===== src/rtl/cpu_pkg.sv =====
// cpu_pkg: shared widths, opcode constants and the fetch-state enum for the
// small 4-bit CPU. Imported by instruction_fetch and program_counter.
//
// Contents:
//   ADDR_W, DATA_W     program address width and instruction width
//   OP_*               opcode constants (upper nibble of an instruction)
//   fetch_state_t      fetch sequencer states

package cpu_pkg;

    localparam int ADDR_W = 4;
    localparam int DATA_W = 8;

    localparam logic [3:0] OP_HLT = 4'hF;
    localparam logic [3:0] OP_JNZ = 4'hC;
    localparam logic [3:0] OP_SUB = 4'h9;
    localparam logic [3:0] OP_LDA = 4'h1;

    typedef enum logic [2:0] {
        IDLE  = 3'd0,
        ADDR  = 3'd1,
        READ  = 3'd2,
        VALID = 3'd3,
        HALT  = 3'd4
    } fetch_state_t;

endpackage


===== src/rtl/program_counter.sv =====
// program_counter: 4-bit program counter with synchronous load and
// increment, asynchronous active-low reset to zero. Load wins over
// increment; the increment wraps 15 -> 0.
//
// Ports:
//   i_clk         clock, rising edge
//   i_reset_n     asynchronous active-low reset
//   i_inc         advance PC by one
//   i_load        load PC from i_load_value
//   i_load_value  load target
//   o_pc          current PC

module program_counter
    import cpu_pkg::*;
(
    input  logic              i_clk,
    input  logic              i_reset_n,
    input  logic              i_inc,
    input  logic              i_load,
    input  logic [ADDR_W-1:0] i_load_value,
    output logic [ADDR_W-1:0] o_pc
);

    logic [ADDR_W-1:0] pc_q;

    always_ff @(posedge i_clk or negedge i_reset_n) begin
        if (!i_reset_n) begin
            pc_q <= '0;
        end else if (i_load) begin
            pc_q <= i_load_value;
        end else if (i_inc) begin
            pc_q <= pc_q + 1'b1;
        end
    end

    assign o_pc = pc_q;

endmodule


===== src/rtl/instruction_fetch.sv =====
// instruction_fetch: fetch sequencer for the 4-bit CPU. Drives an address,
// strobes a read, latches the returned byte into IR, and presents it to the
// execute stage until that stage signals i_done. A retired HLT opcode parks
// the sequencer in HALT until reset.
//
// Optional feature: define FETCH_SINGLE_STEP_EN to add i_step; a retirement
// that would start the next fetch then also needs i_step high.
//
// Ports:
//   i_clk, i_reset_n   clock and asynchronous active-low reset
//   i_enable           fetch permitted
//   i_bus              program memory read data
//   i_done             execute stage finished the presented instruction
//   i_jump             load PC from i_jump_addr on retirement
//   i_jump_addr        jump target
//   i_step             (FETCH_SINGLE_STEP_EN only) single-step permit
//   o_address          program memory address (always PC)
//   o_read_n           active-low read strobe
//   o_opcode/o_operand IR[7:4] / IR[3:0]
//   o_instr_valid      IR holds an instruction awaiting execution
//   o_pc               current PC
//   o_halted           HLT retired (sticky until reset)

module instruction_fetch
    import cpu_pkg::*;
(
    input  logic              i_clk,
    input  logic              i_reset_n,
    input  logic              i_enable,
    input  logic [DATA_W-1:0] i_bus,
    input  logic              i_done,
    input  logic              i_jump,
    input  logic [ADDR_W-1:0] i_jump_addr,
`ifdef FETCH_SINGLE_STEP_EN
    input  logic              i_step,
`endif
    output logic [ADDR_W-1:0] o_address,
    output logic              o_read_n,
    output logic [3:0]        o_opcode,
    output logic [3:0]        o_operand,
    output logic              o_instr_valid,
    output logic [ADDR_W-1:0] o_pc,
    output logic              o_halted
);

    fetch_state_t      state_q, state_d;
    logic [DATA_W-1:0] ir_q;
    logic [ADDR_W-1:0] pc;
    logic              pc_inc;
    logic              pc_load;
    logic              start_ok;

    program_counter u_pc (
        .i_clk        (i_clk),
        .i_reset_n    (i_reset_n),
        .i_inc        (pc_inc),
        .i_load       (pc_load),
        .i_load_value (i_jump_addr),
        .o_pc         (pc)
    );

    // Permission to chain straight into the next fetch on retirement.
`ifdef FETCH_SINGLE_STEP_EN
    assign start_ok = i_step;
`else
    assign start_ok = 1'b1;
`endif

    always_ff @(posedge i_clk or negedge i_reset_n) begin
        if (!i_reset_n) begin
            state_q <= IDLE;
        end else begin
            state_q <= state_d;
        end
    end

    always_ff @(posedge i_clk or negedge i_reset_n) begin
        if (!i_reset_n) begin
            ir_q <= '0;
        end else if (state_q == READ) begin
            ir_q <= i_bus;
        end
    end

    // A retirement that is held back (single-step without i_step) does not
    // take the jump either, so a later retirement applies it exactly once.
    always_comb begin
        state_d = state_q;
        pc_inc  = 1'b0;
        pc_load = 1'b0;
        case (state_q)
            IDLE: begin
                if (i_enable) begin
                    state_d = ADDR;
                end
            end
            ADDR: begin
                state_d = READ;
            end
            READ: begin
                pc_inc  = 1'b1;
                state_d = VALID;
            end
            VALID: begin
                if (i_done) begin
                    if (ir_q[7:4] == OP_HLT) begin
                        state_d = HALT;
                    end else if (!i_enable) begin
                        pc_load = i_jump;
                        state_d = IDLE;
                    end else if (start_ok) begin
                        pc_load = i_jump;
                        state_d = ADDR;
                    end
                end
            end
            HALT: begin
                state_d = HALT;
            end
            default: begin
                state_d = IDLE;
            end
        endcase
    end

    // Outputs decode from state, PC and IR only; nothing passes through from inputs.
    assign o_address     = pc;
    assign o_pc          = pc;
    assign o_read_n      = (state_q != READ);
    assign o_instr_valid = (state_q == VALID);
    assign o_halted      = (state_q == HALT);
    assign o_opcode      = ir_q[7:4];
    assign o_operand     = ir_q[3:0];

endmodule

===== config.mk =====
export PLATFORM = sky130hd
export DESIGN_NAME = instruction_fetch
export DESIGN_NICKNAME = d
export VERILOG_FILES = /design/src/rtl/cpu_pkg.sv /design/src/rtl/program_counter.sv /design/src/rtl/instruction_fetch.sv
export SDC_FILE = /design/constraint.sdc
export NUM_CORES = 1
export LEC_CHECK = 0
export BUFFER_PORTS_ARGS = -buffer_cell sky130_fd_sc_hd__buf_4
export CORE_MARGIN = 5
export CORE_UTILIZATION = 39
export CTS_BUF_LIST = sky130_fd_sc_hd__clkbuf_16
export CTS_CLUSTER_DIAMETER = 40
export DETAILED_ROUTE_END_ITERATION = 10
export MAX_ROUTING_LAYER = met4
export PLACE_DENSITY = 0.73
export SYNTH_ARGS = -nofsm -noshare
export SYNTH_HDL_FRONTEND = slang
export SYNTH_HIERARCHICAL = 1
export SYNTH_SLANG_ARGS = --single-unit

===== constraint.sdc =====
create_clock -name i_clk -period 1.6 [get_ports i_clk]
set_clock_uncertainty 0.15 [all_clocks]
set_input_delay 0.08 -clock i_clk [delete_from_list [all_inputs] [get_ports i_clk]]
set_output_delay 0.08 -clock i_clk [all_outputs]
set_load 0.05 [all_outputs]

---- Word level (Yosys, flattened, before mapping) ----
Cells that the tools add are included.
operators by class
  reductions and logical operators ........ 3
  add/subtract/negate cells ............... 1
  eq/ne operators ......................... 8
  multiplexer cells ....................... 11
operator list
  cell                                            number
  case mux 3 bit (5 select lines)                 1
  2-to-1 mux 3 bit                                3
  2-to-1 mux 4 bit                                2
  == test 3 x 2 -> 1 bit (second input constant)  2
  2-to-1 mux 1 bit                                5
  adder 4 x 1 -> 4 bit (second input constant)    1
  == test 4 bit (second input constant)           1
  != test 2 bit (second input constant)           2
  == test 3 x 1 -> 1 bit (second input constant)  1
  == test 3 bit (second input constant)           1
  zero test 3 bit                                 1
  != test 3 x 2 -> 1 bit (second input constant)  1
  AND reduction 2 bit                             1
  nonzero test 2 bit                              1
word-level totals
  word-level logic and storage cells ...... 26
  register bits after elaboration ......... 15
  output and inout port bits .............. 19

---- Longest topological paths before layout ----
Gate-level depths: netlist of run 1.
  depth in word-level cells ............... 5
  mapped depth ............................ 5
  gate-level depth less buffers ........... 5

---- Modules after synthesis ----
Netlist of run 1, hierarchy kept.
by module, submodules not included
  module             area an instance (um^2)  sequential area each (um^2)  cells an instance  times used
  instruction_fetch  500.5                    275.3                        39                 1
  program_counter    202.7                    100.1                        18                 1

---- Worst setup path after synthesis of run 1 ----
Ideal clock, no wire load.
  path kind ............................... register -> register
  start point ............................. register state_q[0]
  end point ............................... register state_q[2]
  setup slack ............................. -511 ps
  data arrival time ....................... 1881 ps
  period minus slack after synthesis ...... 2111 ps
  buffers on the path ..................... 0
  setup time .............................. 80 ps
  data required time ...................... 1370 ps
  stages on the path, launching flop included .. 3
  path through ............................ dfrtp_1 -> nor3b_1 -> o21bai_1
on the way
  elaborated cells between the ends (all ways) .. 9
  classes of those cells .................. eq/ne (6); mux (1); reduce/logical (2)
RTL lines
  element                          RTL line                 source
  start, declared                  instruction_fetch.sv:46  fetch_state_t state_q, state_d;
  start signal, assigned           instruction_fetch.sv:73  state_q <= state_d;
  == test 3 bit                    n/a
  net o_halted                     instruction_fetch.sv:43  output logic o_halted
  case mux 3 bit (5 select lines)  instruction_fetch.sv:91  case (state_q)
The timed path passes the listed nets, and every way through them passes these cells.
A chain may end at the register's enable or synchronous reset.

---- Worst setup path in the final report of run 1 ----
  start point ............................. register state_q[2]
  end point ............................... register u_pc.pc_q[3], in the netlist u_pc/o_pc[3]
on the way
  cells in the longest elaborated chain, start to end .. 3
  elaborated cells between the ends (all ways) .. 6
  classes of those cells .................. eq/ne (2); mux (3); reduce/logical (1)
RTL lines
  element                                                 RTL line                 source
  == test 3 x 2 -> 1 bit (*)                              instruction_fetch.sv:91
  2-to-1 mux 1 bit (*)                                    instruction_fetch.sv:91
  net pc_load                                             instruction_fetch.sv:50  logic pc_load;
  2-to-1 mux 4 bit or nonzero test 2 bit (tied branches)  n/a
  end signal, assigned                                    program_counter.sv:30    pc_q <= i_load_value;
  end signal, assigned                                    program_counter.sv:32    pc_q <= pc_q + 1'b1;
  end, declared                                           program_counter.sv:24    logic [ADDR_W-1:0] pc_q;
Mark *: on every way through the listed nets, which the timed path passes. The rest lies on a longest branch.

==> summary.txt, run 1 <==
Floorplan
  – Vert. Die Dim: 52.5 um
  – Die Area: 0.00275 mm^2
  – Initial Utilization: 40.7%
  – I/O pin cnt: 36
  – Core area: 0.00173 mm^2
  – Die Wd: 52.5 um
  – FP Rows: 15

Worst setup path
  – Largest stage delay, worst path: 0.43 ns
  – Required @ worst endpoint: 1.57 ns
  – CP Class: register to register
  – Top cell family by delay on the critical path: flip-flops
  – Buf+Inv Stages, Crit Path: 1
  – CP startpoint kind: register
  – Critical path cell sequence: buf_4, and3b_2, nand2_2, nor2_4, mux2_4
  – Worst path slowest cell: dfrtp_2
  – CP endpoint kind: register
  – Arr. time, crit path: 1.51 ns
  – Worst Path Max Fanout: 4

Clock network
  – Clock tree sinks: 15
  – CTS tree: yes
  – Clk slew on worst S/H paths: 0.05 ns
  – TritonCTS Buffers: 3
  – Max Root-Sink Buffers: 2
  – Worst skew pair latency: 0.24 ns
  – H-tree Lvls: 1
  – CTS root buf: clkbuf_16

Finish
  – Fill count: 126
  – Fin util: 73.7%
  – Layout Area Growth over Synthesis: 81.0%
  – Final antenna diode count: 0
  – Share of layout cells above drive strength 1: 54.9%
  – Final net count: 132

Job
  – Maxcap violations: 0

STA
  – # setup viols final: 0
  – Fmax: 0.650 GHz
  – Slew headroom: 83.7%
  – Slew Viols, Final: 0
  – Tcrit/Tclk final: 96.1%
  – RSZ-0062 raised after global routing: no
  – Slew @ Worst Pin: 0.243 ns
  – Crit path time final: 1.54 ns
  – Hold Violations, Final: 0

GRT
  – Initial antenna violation count: 0
  – Vias in the first global route: 702
  – Remaining global-route overflow: 0
  – GRT Total Usage: 16.1%
  – Global-route wire length before repair: 3110 um
  – Largest net degree at the start of global routing: 16

Detailed routing
  – Vias: 647
  – DR pass1 iterations: 4
  – WL final: 1940 um
  – DR iter-0 viols: 7
  – DR DRC count: 0
  – Post-route ant nets: 0
  – WL/cell: 14.0 um
  – Vias/cell: 4.69

Logic synthesis
  – Synthesized area: 703 um^2
  – Synth unique cells: 21
  – Post-synth net total: 75
  – Compound-Gate Fraction of Synth Area: 7.12%
  – Seq/Total Area, Yosys: 53.4%
  – Synth warn: 6
  – Synth Area in Simple Gates: 11.2%
  – XOR/XNOR Fraction of Synth Area: 3.74%
  – Largest family of logic cells by synthesized area: multiplexers
  – #FFs+latches synth: 15
  – Mean Syn Cell Area: 12.3 um^2
  – Mux contribution to synthesized area: 15.8%
  – Post-Synth Adder-Cell Area: 1.78%
  – Gate Count Post-Synth: 57

Worst hold path
  – HP Class: input port to async pin

Placed design
  – Placer Congestion: 0.705
  – # port buffers: 35
  – HPWL Detailed: 1300 um

Status
  – Status: completed
-- layout make-up --
cell class	count	area [um^2]	share of cell area [%]
repair buffers	57	473	37.2
flip-flops and latches	15	377	29.6
multi-input cells	35	304	23.9
clock buffers	3	75.1	5.90
well taps	25	31.3	2.46
inverters	2	7.51	0.590
clock inverters	1	5.00	0.393
-- layout by cell type, fill, tap and decap left out, types with 2 or more instances in the layout --
cell type / synthesis / layout
buf_6: 1 / 2
buf_4: 4 / 40
nand2_1: 7 / 6
clkbuf_16: 0 / 3
inv_1: 2 / 2
dfrtp_1: 15 / 14
xnor2_1: 2 / 2
mux2_2: 9 / 8
o21bai_1: 2 / 2
o21ai_0: 3 / 3
dlygate4sd3_1: 0 / 15
-- per-layer routing --
metal | GRT usage (%) | wire length, um | up-vias
met3 | 2.85 | 93 | 2
met2 | 30.4 | 1100 | 22
li1 | - | - | 308
met4 | 6.38 | 22 | 0
met1 | 16.3 | 715 | 315
met5 | - | 0 | -
-- stage by stage --
step	cells	area (um^2)	setup WS [ns]	hold slack, ns	setup TNS (ns)
floorplan	57	722	-0.0461	-0.366	-0.0461
global placement	117	1010	0.130	-0.209	0
detailed placement	117	1010	0.0821	-0.204	0
CTS	136	1250	0.0215	0.0864	0
global route	138	1270	0.000455	0.124	0
finish	138	1270	0.0623	0.107	0
-- synthesized netlist by cell type, drive strengths merged --
cell	count	share of area, %
a311oi	1	1.2
nand4	2	2.7
xor2	1	1.2
dfrtp	15	53
and3b	1	1.4
nor2	1	0.53
inv	2	1.1
a31oi	1	0.89
ha	1	1.8
mux2i	1	1.4
o21ai	3	2.1
xnor2	2	2.5
buf	5	5.9
a21oi	1	0.71
nor3b	2	2.8
o21bai	2	2.1
nand2	7	3.7
mux2	9	14
-- registers in the layout (all words and copies together) (netlist names) --
signal and count:
ir_q 8, state_q 3, u_pc/o_pc 4
-- logic make-up (layout without fill, tap and decap cells) --
| kind of cell | after synthesis | after routing |
|---|---|---|
| flip-flops | 15 | 15 |
| AND/OR/NAND/NOR | 13 | 13 |
| multiplexers | 10 | 10 |
| AO/OA/AOI/OAI | 8 | 8 |
| buffers and inverters | 7 | 63 |
| XOR/XNOR | 3 | 3 |
| adder cells (fa/ha/maj) | 1 | 1 |
-- what timing repair did --
action	4_1_cts	5_1_grt
pin swaps	1	1
hold buffers	15	0
endpoints found under the hold margin	29	0
setup endpoints to repair	1	1
buffers inserted	0	3
gates resized for setup	1	3
-- worst paths after layout --
check                                  startpoint                       end  slack (ns)  cells after the start
min in group i_clk                         i_jump  u_pc/o_pc[3]$_DFFE_PN0P_        0.14                      4
max                        state_q[2]$_DFFE_PN0P_  u_pc/o_pc[3]$_DFFE_PN0P_        0.06                      5
min reg2reg                   ir_q[1]$_DFFE_PN0P_       ir_q[1]$_DFFE_PN0P_        0.35                      1
max reg2reg                state_q[2]$_DFFE_PN0P_  u_pc/o_pc[3]$_DFFE_PN0P_        0.06                      5
max in group asynchronous               i_reset_n    state_q[2]$_DFFE_PN0P_        1.00                      2
min                                     i_reset_n       ir_q[5]$_DFFE_PN0P_        0.11                      2
Power of run 1 is left out: the tool's default activity adds up to more than one toggle a clock period on the data nets, which glitch-free logic cannot reach.
==> inputs of run 2 (changes only) <==
- ABC_AREA: unset -> 1
- PLACE_DENSITY: 0.73 -> 0.72
==> summary.txt, run 2 <==
Finish
  – Layout Area Growth over Synthesis: 73.8%
  – Most frequent cells in the layout: buf_4 (41), nand2_1 (39), dlygate4sd3_1 (13), dfrtp_1 (13)
  – Final net count: 166 (+26%)
  – Non-filler cells, final: 172 (+25%)
  – Max reg flops: 8 (unchanged)
  – Commonest non-fill, non-tap cell in the layout: buf_4
  – Final antenna diode count: 0 (unchanged)
  – Design Area, Final: 0.00128 mm^2 (+0.49%)
  – Share of layout cells above drive strength 1: 36.7% (-18 points)
  – Biggest register: ir_q
  – Fill count: 146 (+16%)

Detailed routing
  – Vias/cell: 4.73 (+0.94%)
  – Post-route ant nets: 0 (unchanged)
  – DR DRC count: 0 (unchanged)
  – WL final: 2060 um (+6.5%)
  – Vias: 814 (+26%)
  – WL/cell: 12.0 um (-15%)
  – DR iter-0 viols: 19 (+12)
  – DR pass1 iterations: 4 (unchanged)

Logic synthesis
  – Seq/Total Area, Yosys: 51.0% (-2.4 points)
  – Synthesized area: 736 um^2 (+4.6%)
  – Main flop type after synthesis: dfrtp_1
  – Post-synth net total: 112 (+49%)
  – Asr flop ratio synth: 100% (unchanged)
  – Yosys top cell by area: dfrtp_1
  – Synth warn: 6 (unchanged)
  – Top-area cell type share of the netlist area: 51.0% (-2.4 points)
  – Most common cell in the synthesized netlist: nand2_1
  – Mean Syn Cell Area: 7.83 um^2 (-37%)
  – Top cells by area, synth: dfrtp_1 (51%), nand2_1 (20%), nand3_1 (5.4%)
  – #FFs+latches synth: 15 (unchanged)
  – Gate Count Post-Synth: 94 (+65%)
  – Post-synth EDFFs: 0 (unchanged)
  – Synth unique cells: 19 (-9.5%)
  – Top cells by count, synth: nand2_1 (40), dfrtp_1 (15), nand3_1 (8), inv_1 (7), nor2_1 (6)

Worst setup path
  – Top cell family by delay on the critical path: buffers and inverters
  – CP endpoint kind: output pin
  – Worst Path Max Fanout: 10 (+6)
  – Required @ worst endpoint: 1.37 ns (-0.20 ns)
  – Crit path top cell by count: buf_4
  – CP Class: register to output pin
  – Arr. time, crit path: 1.27 ns (-0.24 ns)
  – Largest stage delay, worst path: 0.44 ns (about the same)
  – Worst path slowest cell: dfrtp_1
  – Critical path cell sequence: inv_2, nand3_1, buf_4, buf_4
  – Buf+Inv Stages, Crit Path: 3 (+2)
  – CP startpoint kind: register

Clock network
  – CTS root buf: clkbuf_16
  – TritonCTS Buffers: 3 (unchanged)
  – Max Root-Sink Buffers: 2 (unchanged)
  – Clk slew on worst S/H paths: 0.05 ns (about the same)
  – CTS tree: yes
  – H-tree Lvls: 1 (unchanged)
  – Clock tree sinks: 15 (unchanged)
  – Worst skew pair latency: 0.24 ns (about the same)

Placed design
  – HPWL Detailed: 1420 um (+9.6%)
  – Placed cell count: 151 (+29%)
  – Placement Cell Area: 0.00103 mm^2 (+2.2%)
  – Placer Congestion: 0.912 (+29%)
  – Pre-CTS setup slack: 0.0303 ns (-0.0517 ns)
  – # port buffers: 35 (unchanged)

STA
  – Slew Viols, Final: 0 (unchanged)
  – Tcrit/Tclk final: 93.6% (-2.5 points)
  – Hold Violations, Final: 0 (unchanged)
  – Slew headroom: 83.4% (-0.24 points)
  – Fmax: 0.668 GHz (+2.7%)
  – Setup ws final: 0.103 ns (+0.0406 ns)
  – Slew @ Worst Pin: 0.248 ns (+0.00433 ns)
  – Crit path time final: 1.50 ns (-0.0406 ns)
  – # setup viols final: 0 (unchanged)

GRT
  – Vias in the first global route: 767 (+9.3%)
  – GRT Total Usage: 17.3% (+1.1 points)
  – Initial antenna violation count: 0 (unchanged)
  – Remaining global-route overflow: 0 (unchanged)
  – Global-route wire length before repair: 3400 um (+9.5%)
  – Largest net degree at the start of global routing: 16 (unchanged)

Floorplan
  – Initial Utilization: 41.7% (+0.98 points)
  – Core area: 0.00176 mm^2 (+2.2%)
  – Die Area: 0.00285 mm^2 (+3.7%)
  – FP Rows: 15 (unchanged)
  – I/O pin cnt: 36 (unchanged)
  – Die Wd: 53.4 um (+1.8%)
  – Vert. Die Dim: 53.4 um (+1.8%)

Pwr
  – Pleak: 0.678 nW
  – Worst VDD drop: 0.00133 V
  – PD cells: 2400 mW/mm^2

Job
  – Maxcap violations: 0 (unchanged)

Status
  – Status: completed

Worst hold path
  – HP Class: input port to register
-- run 2: cell types whose count changed in the layout (fill, tap and decap cells not counted), sizes merged, moves of 2 or more --
cell         previous run  this run
nand3                   0         8
dlygate4sd3            15        13
nand2                   7        41
nor2                    1         7
o21bai                  2         0
mux2                    9         0
nor3b                   2         0
inv                     2         8
-- run 2: repair_timing --
action / in CTS / in global routing
endpoints found under the setup margin: 0 / 5
hold buffers: 13 / 0
endpoints found under the hold margin: 28 / 0
gates resized for setup: 0 / 4
setup buffers: 0 / 4
-- run 2: layout make-up --
cell class | instances | area [um^2] | area share [%]
Clock buffer | 3 | 75.1 | 5.87
Inverter | 8 | 30.0 | 2.35
Multi-Input combinational cell | 66 | 323 | 25.2
Timing Repair Buffer | 54 | 438 | 34.2
Sequential cell | 15 | 378 | 29.5
Tap cell | 25 | 31.3 | 2.45
Clock inverter | 1 | 3.75 | 0.294
-- run 2: stage by stage --
step | setup TNS (ns) | hold slack (ns) | util [%] | total power, mW
CTS | 0 | 0.0163 | 70.5 | 3.02
global route | -0.00422 | 0.0509 | 72.5 | 3.25
detailed placement | 0 | -0.203 | 58.7 | 2.51
finish | 0 | 0.0151 | 72.5 | 3.07
floorplan | -0.317 | -0.366 | - | 2.01
global placement | 0 | -0.204 | 58.7 | 2.47
-- run 2: cells by family (layout without fill, tap and decap cells) --
logic type / count (synthesis) / in the layout / synth area share [%]
XOR/XNOR: 1 / 1 / 1.19
flip-flops: 15 / 15 / 51.0
AND/OR/NAND/NOR: 58 / 58 / 32.1
buffers and inverters: 13 / 66 / 8.84
AO/OA/AOI/OAI: 6 / 6 / 5.10
adder cells (fa/ha/maj): 1 / 1 / 1.70
-- run 2: power by group --
part / total [mW] / internal, mW / switching (mW)
combinational: 1.84 / 0.596 / 1.25
clock: 0.475 / 0.330 / 0.145
sequential: 0.746 / 0.566 / 0.181
total: 3.07 / 1.49 / 1.57
-- run 2: metal layers --
layer  vias to the layer above  global-route usage [%]  share of wire [%]
li1                        398                       -                  -
met2                        30                    28.0                 50
met1                       380                    20.2                 41
met3                         6                    3.38                7.2
met4                         0                    8.94                1.9
met5                         -                       -                  0
-- run 2: worst paths after layout --
path / start / to / slack, ns / cells after the start
worst min register to register: ir_q[3]$_DFFE_PN0P_ / ir_q[3]$_DFFE_PN0P_ / 0.34 / 2
worst min-delay path: i_jump_addr[2] / u_pc/o_pc[2]$_DFFE_PN0P_ / 0.02 / 4
min in group asynchronous: i_reset_n / ir_q[3]$_DFFE_PN0P_ / 0.07 / 2
worst max register to register: state_q[1]$_DFFE_PN0P_ / u_pc/o_pc[3]$_DFFE_PN0P_ / 0.10 / 7
worst max-delay path: state_q[2]$_DFFE_PN0P_ / o_read_n / 0.10 / 4
max in group asynchronous: i_reset_n / state_q[1]$_DFFE_PN0P_ / 1.04 / 2
-- run 2: worst register-to-register path, cell delays in order (launching register included) --
cell and delay [ns]:
dfrtp_2 0.39, nand2_2 0.08, nor2_4 0.15, nand3_2 0.11, nor2_4 0.13, nor2_1 0.10, a22oi_1 0.19, nand2_1 0.08
(Power assumes the default switching activity.)
==> inputs of run 3 (changes only) <==
- clock period: 1.6 -> 1.3 ns (I/O delays scaled with it)
==> summary.txt, run 3 (synthesis results as in run 2) <==
STA
  – Slew headroom: 82.1% (-1.3 points)
  – Slew Viols, Final: 0 (unchanged)
  – Tcrit/Tclk final: 115%
  – Crit path time final: 1.49 ns
  – RSZ-0062 raised after global routing: yes
  – # setup viols final: 17 (+17)
  – Slew @ Worst Pin: 0.269 ns (+0.0210 ns)
  – Setup ws final: -0.189 ns (-0.292 ns)
  – Setup TNS: -1.48 ns (-1.48 ns)
  – Fmax: 0.672 GHz
  – Smallest hold slack: 0.0479 ns (+0.0328 ns)
  – Hold Violations, Final: 0 (unchanged)

Placed design
  – Pre-CTS setup slack: -0.131 ns (-0.161 ns)
  – Placer Congestion: 0.858 (-5.9%)
  – Placed cell count: 162 (+7.3%)
  – # port buffers: 35 (unchanged)
  – Placement Cell Area: 0.00112 mm^2 (+8.5%)
  – HPWL Detailed: 1570 um (+11%)

Worst setup path
  – CP startpoint kind: register
  – Worst Path Max Fanout: 3 (-7)
  – Levels on crit path: 4 (unchanged)
  – Largest stage delay, worst path: 0.40 ns (-0.04 ns)
  – Worst reg2reg path depth: 9 (+2)
  – Required @ worst endpoint: 1.09 ns (-0.28 ns)
  – CP Class: register to output pin
  – CP endpoint kind: output pin
  – Critical path cell sequence: buf_4, buf_6, nor3_4, buf_6
  – Top cell family by delay on the critical path: buffers and inverters
  – Crit path top cell by count: buf_6
  – Buf+Inv Stages, Crit Path: 3 (unchanged)
  – Arr. time, crit path: 1.27 ns (about the same)
  – Worst path slowest cell: dfrtp_1

Pwr
  – Total Power: 4.54 mW (+48%)
  – Worst VDD drop: 0.00212 V (+60%)
  – Pleak: 0.782 nW (+15%)
  – PD cells: 2960 mW/mm^2 (+23%)

Status
  – Status: complete, but fails checks
  – Violated checks: setup timing

Floorplan
  – FP Rows: 15 (unchanged)
  – I/O pin cnt: 36 (unchanged)
  – Initial Utilization: 41.7% (unchanged)
  – Die Wd: 53.4 um (unchanged)
  – Core area: 0.00176 mm^2 (unchanged)
  – Die Area: 0.00285 mm^2 (unchanged)
  – Vert. Die Dim: 53.4 um (unchanged)

Clock network
  – Worst skew pair latency: 0.25 ns (about the same)
  – CTS tree: yes
  – CTS root buf: clkbuf_16
  – Max Root-Sink Buffers: 2 (unchanged)
  – H-tree Lvls: 1 (unchanged)
  – TritonCTS Buffers: 3 (unchanged)
  – Clk slew on worst S/H paths: 0.05 ns (about the same)
  – Clock tree sinks: 15 (unchanged)

Finish
  – Fin util: 86.9% (+14 points)
  – Register area: 382 um^2 (+0.99%)
  – Max reg flops: 8 (unchanged)
  – Commonest non-fill, non-tap cell in the layout: buf_4
  – Fill count: 92 (-37%)
  – Share of layout cells above drive strength 1: 57.1% (+20 points)
  – Final net count: 180 (+8.4%)
  – Area of the multi-input gates: 414 um^2 (+28%)
  – Biggest register: ir_q
  – Non-filler cells, final: 186 (+8.1%)
  – Final antenna diode count: 0 (unchanged)
  – Design Area, Final: 0.00153 mm^2 (+20%)
  – Most frequent cells in the layout: buf_4 (45), nand2_1 (32), dlygate4sd3_1 (14), dfrtp_1 (10), nand2_2 (7)
  – Layout Area Growth over Synthesis: 108%

Detailed routing
  – Vias/cell: 4.99 (+5.5%)
  – Vias: 929 (+14%)
  – DR pass1 iterations: 4 (unchanged)
  – WL final: 3130 um (+52%)
  – DR iter-0 viols: 18 (-1)
  – WL/cell: 16.8 um (+41%)
  – DR DRC count: 0 (unchanged)
  – Post-route ant nets: 0 (unchanged)

Worst hold path
  – Hold Crit Depth: 5 (+1)
  – HP Class: input port to register

GRT
  – Global-route wire length before repair: 4520 um (+33%)
  – Largest net degree at the start of global routing: 16 (unchanged)
  – GRT Total Usage: 23.3% (+6.1 points)
  – Vias in the first global route: 954 (+24%)
  – Initial antenna violation count: 0 (unchanged)
  – Remaining global-route overflow: 0 (unchanged)

Job
  – Maxcap violations: 0 (unchanged)
run 3: power by group:
group	switching (mW)	total (mW)	internal, mW
logic	1.93	3.02	1.09
registers	0.195	0.895	0.699
clock network	0.214	0.627	0.412
total	2.34	4.54	2.20
run 3: what timing repair did:
item	CTS	global route
pin swaps	8	11
setup buffers	3	6
hold endpoints to repair	29	0
resized for setup	21	25
hold buffers	14	0
setup endpoints to repair	15	18
cloned	0	0
run 3: final timing paths:
path                                        startpoint                  endpoint  slack, ns
worst max register to register  state_q[0]$_DFFE_PN0P_  u_pc/o_pc[3]$_DFFE_PN0P_      -0.18
worst min register to register     ir_q[2]$_DFFE_PN0P_       ir_q[2]$_DFFE_PN0P_       0.36
min in group asynchronous                    i_reset_n       ir_q[1]$_DFFE_PN0P_       0.08
worst min-delay path                          i_enable    state_q[2]$_DFFE_PN0P_       0.05
worst max-delay path            state_q[0]$_DFFE_PN0P_                  o_halted      -0.19
max in group asynchronous                    i_reset_n    state_q[2]$_DFFE_PN0P_       0.73
run 3: layout make-up:
class	count	area share [%]
clock buffer	3	4.90
sequential	15	24.9
inverter	8	2.29
multi-input combinational	66	27.0
tap	25	2.04
timing repair buffer	68	38.5
clock inverter	1	0.327
run 3: layer usage:
layer / wire [um] / GRT usage [%]
met5: 0 / -
met4: 119 / 8.94
met3: 212 / 5.63
met2: 1630 / 40.2
met1: 1170 / 25.8
run 3: worst register-to-register path, stage by stage, from the launching register on:
cell and delay [ns]:
dfrtp_1 0.38, nand2_2 0.09, nor2_4 0.12, nand3_2 0.10, nor2_4 0.21, inv_2 0.05
nand2_2 0.09, inv_2 0.06, nand3_2 0.09, nand2_2 0.05
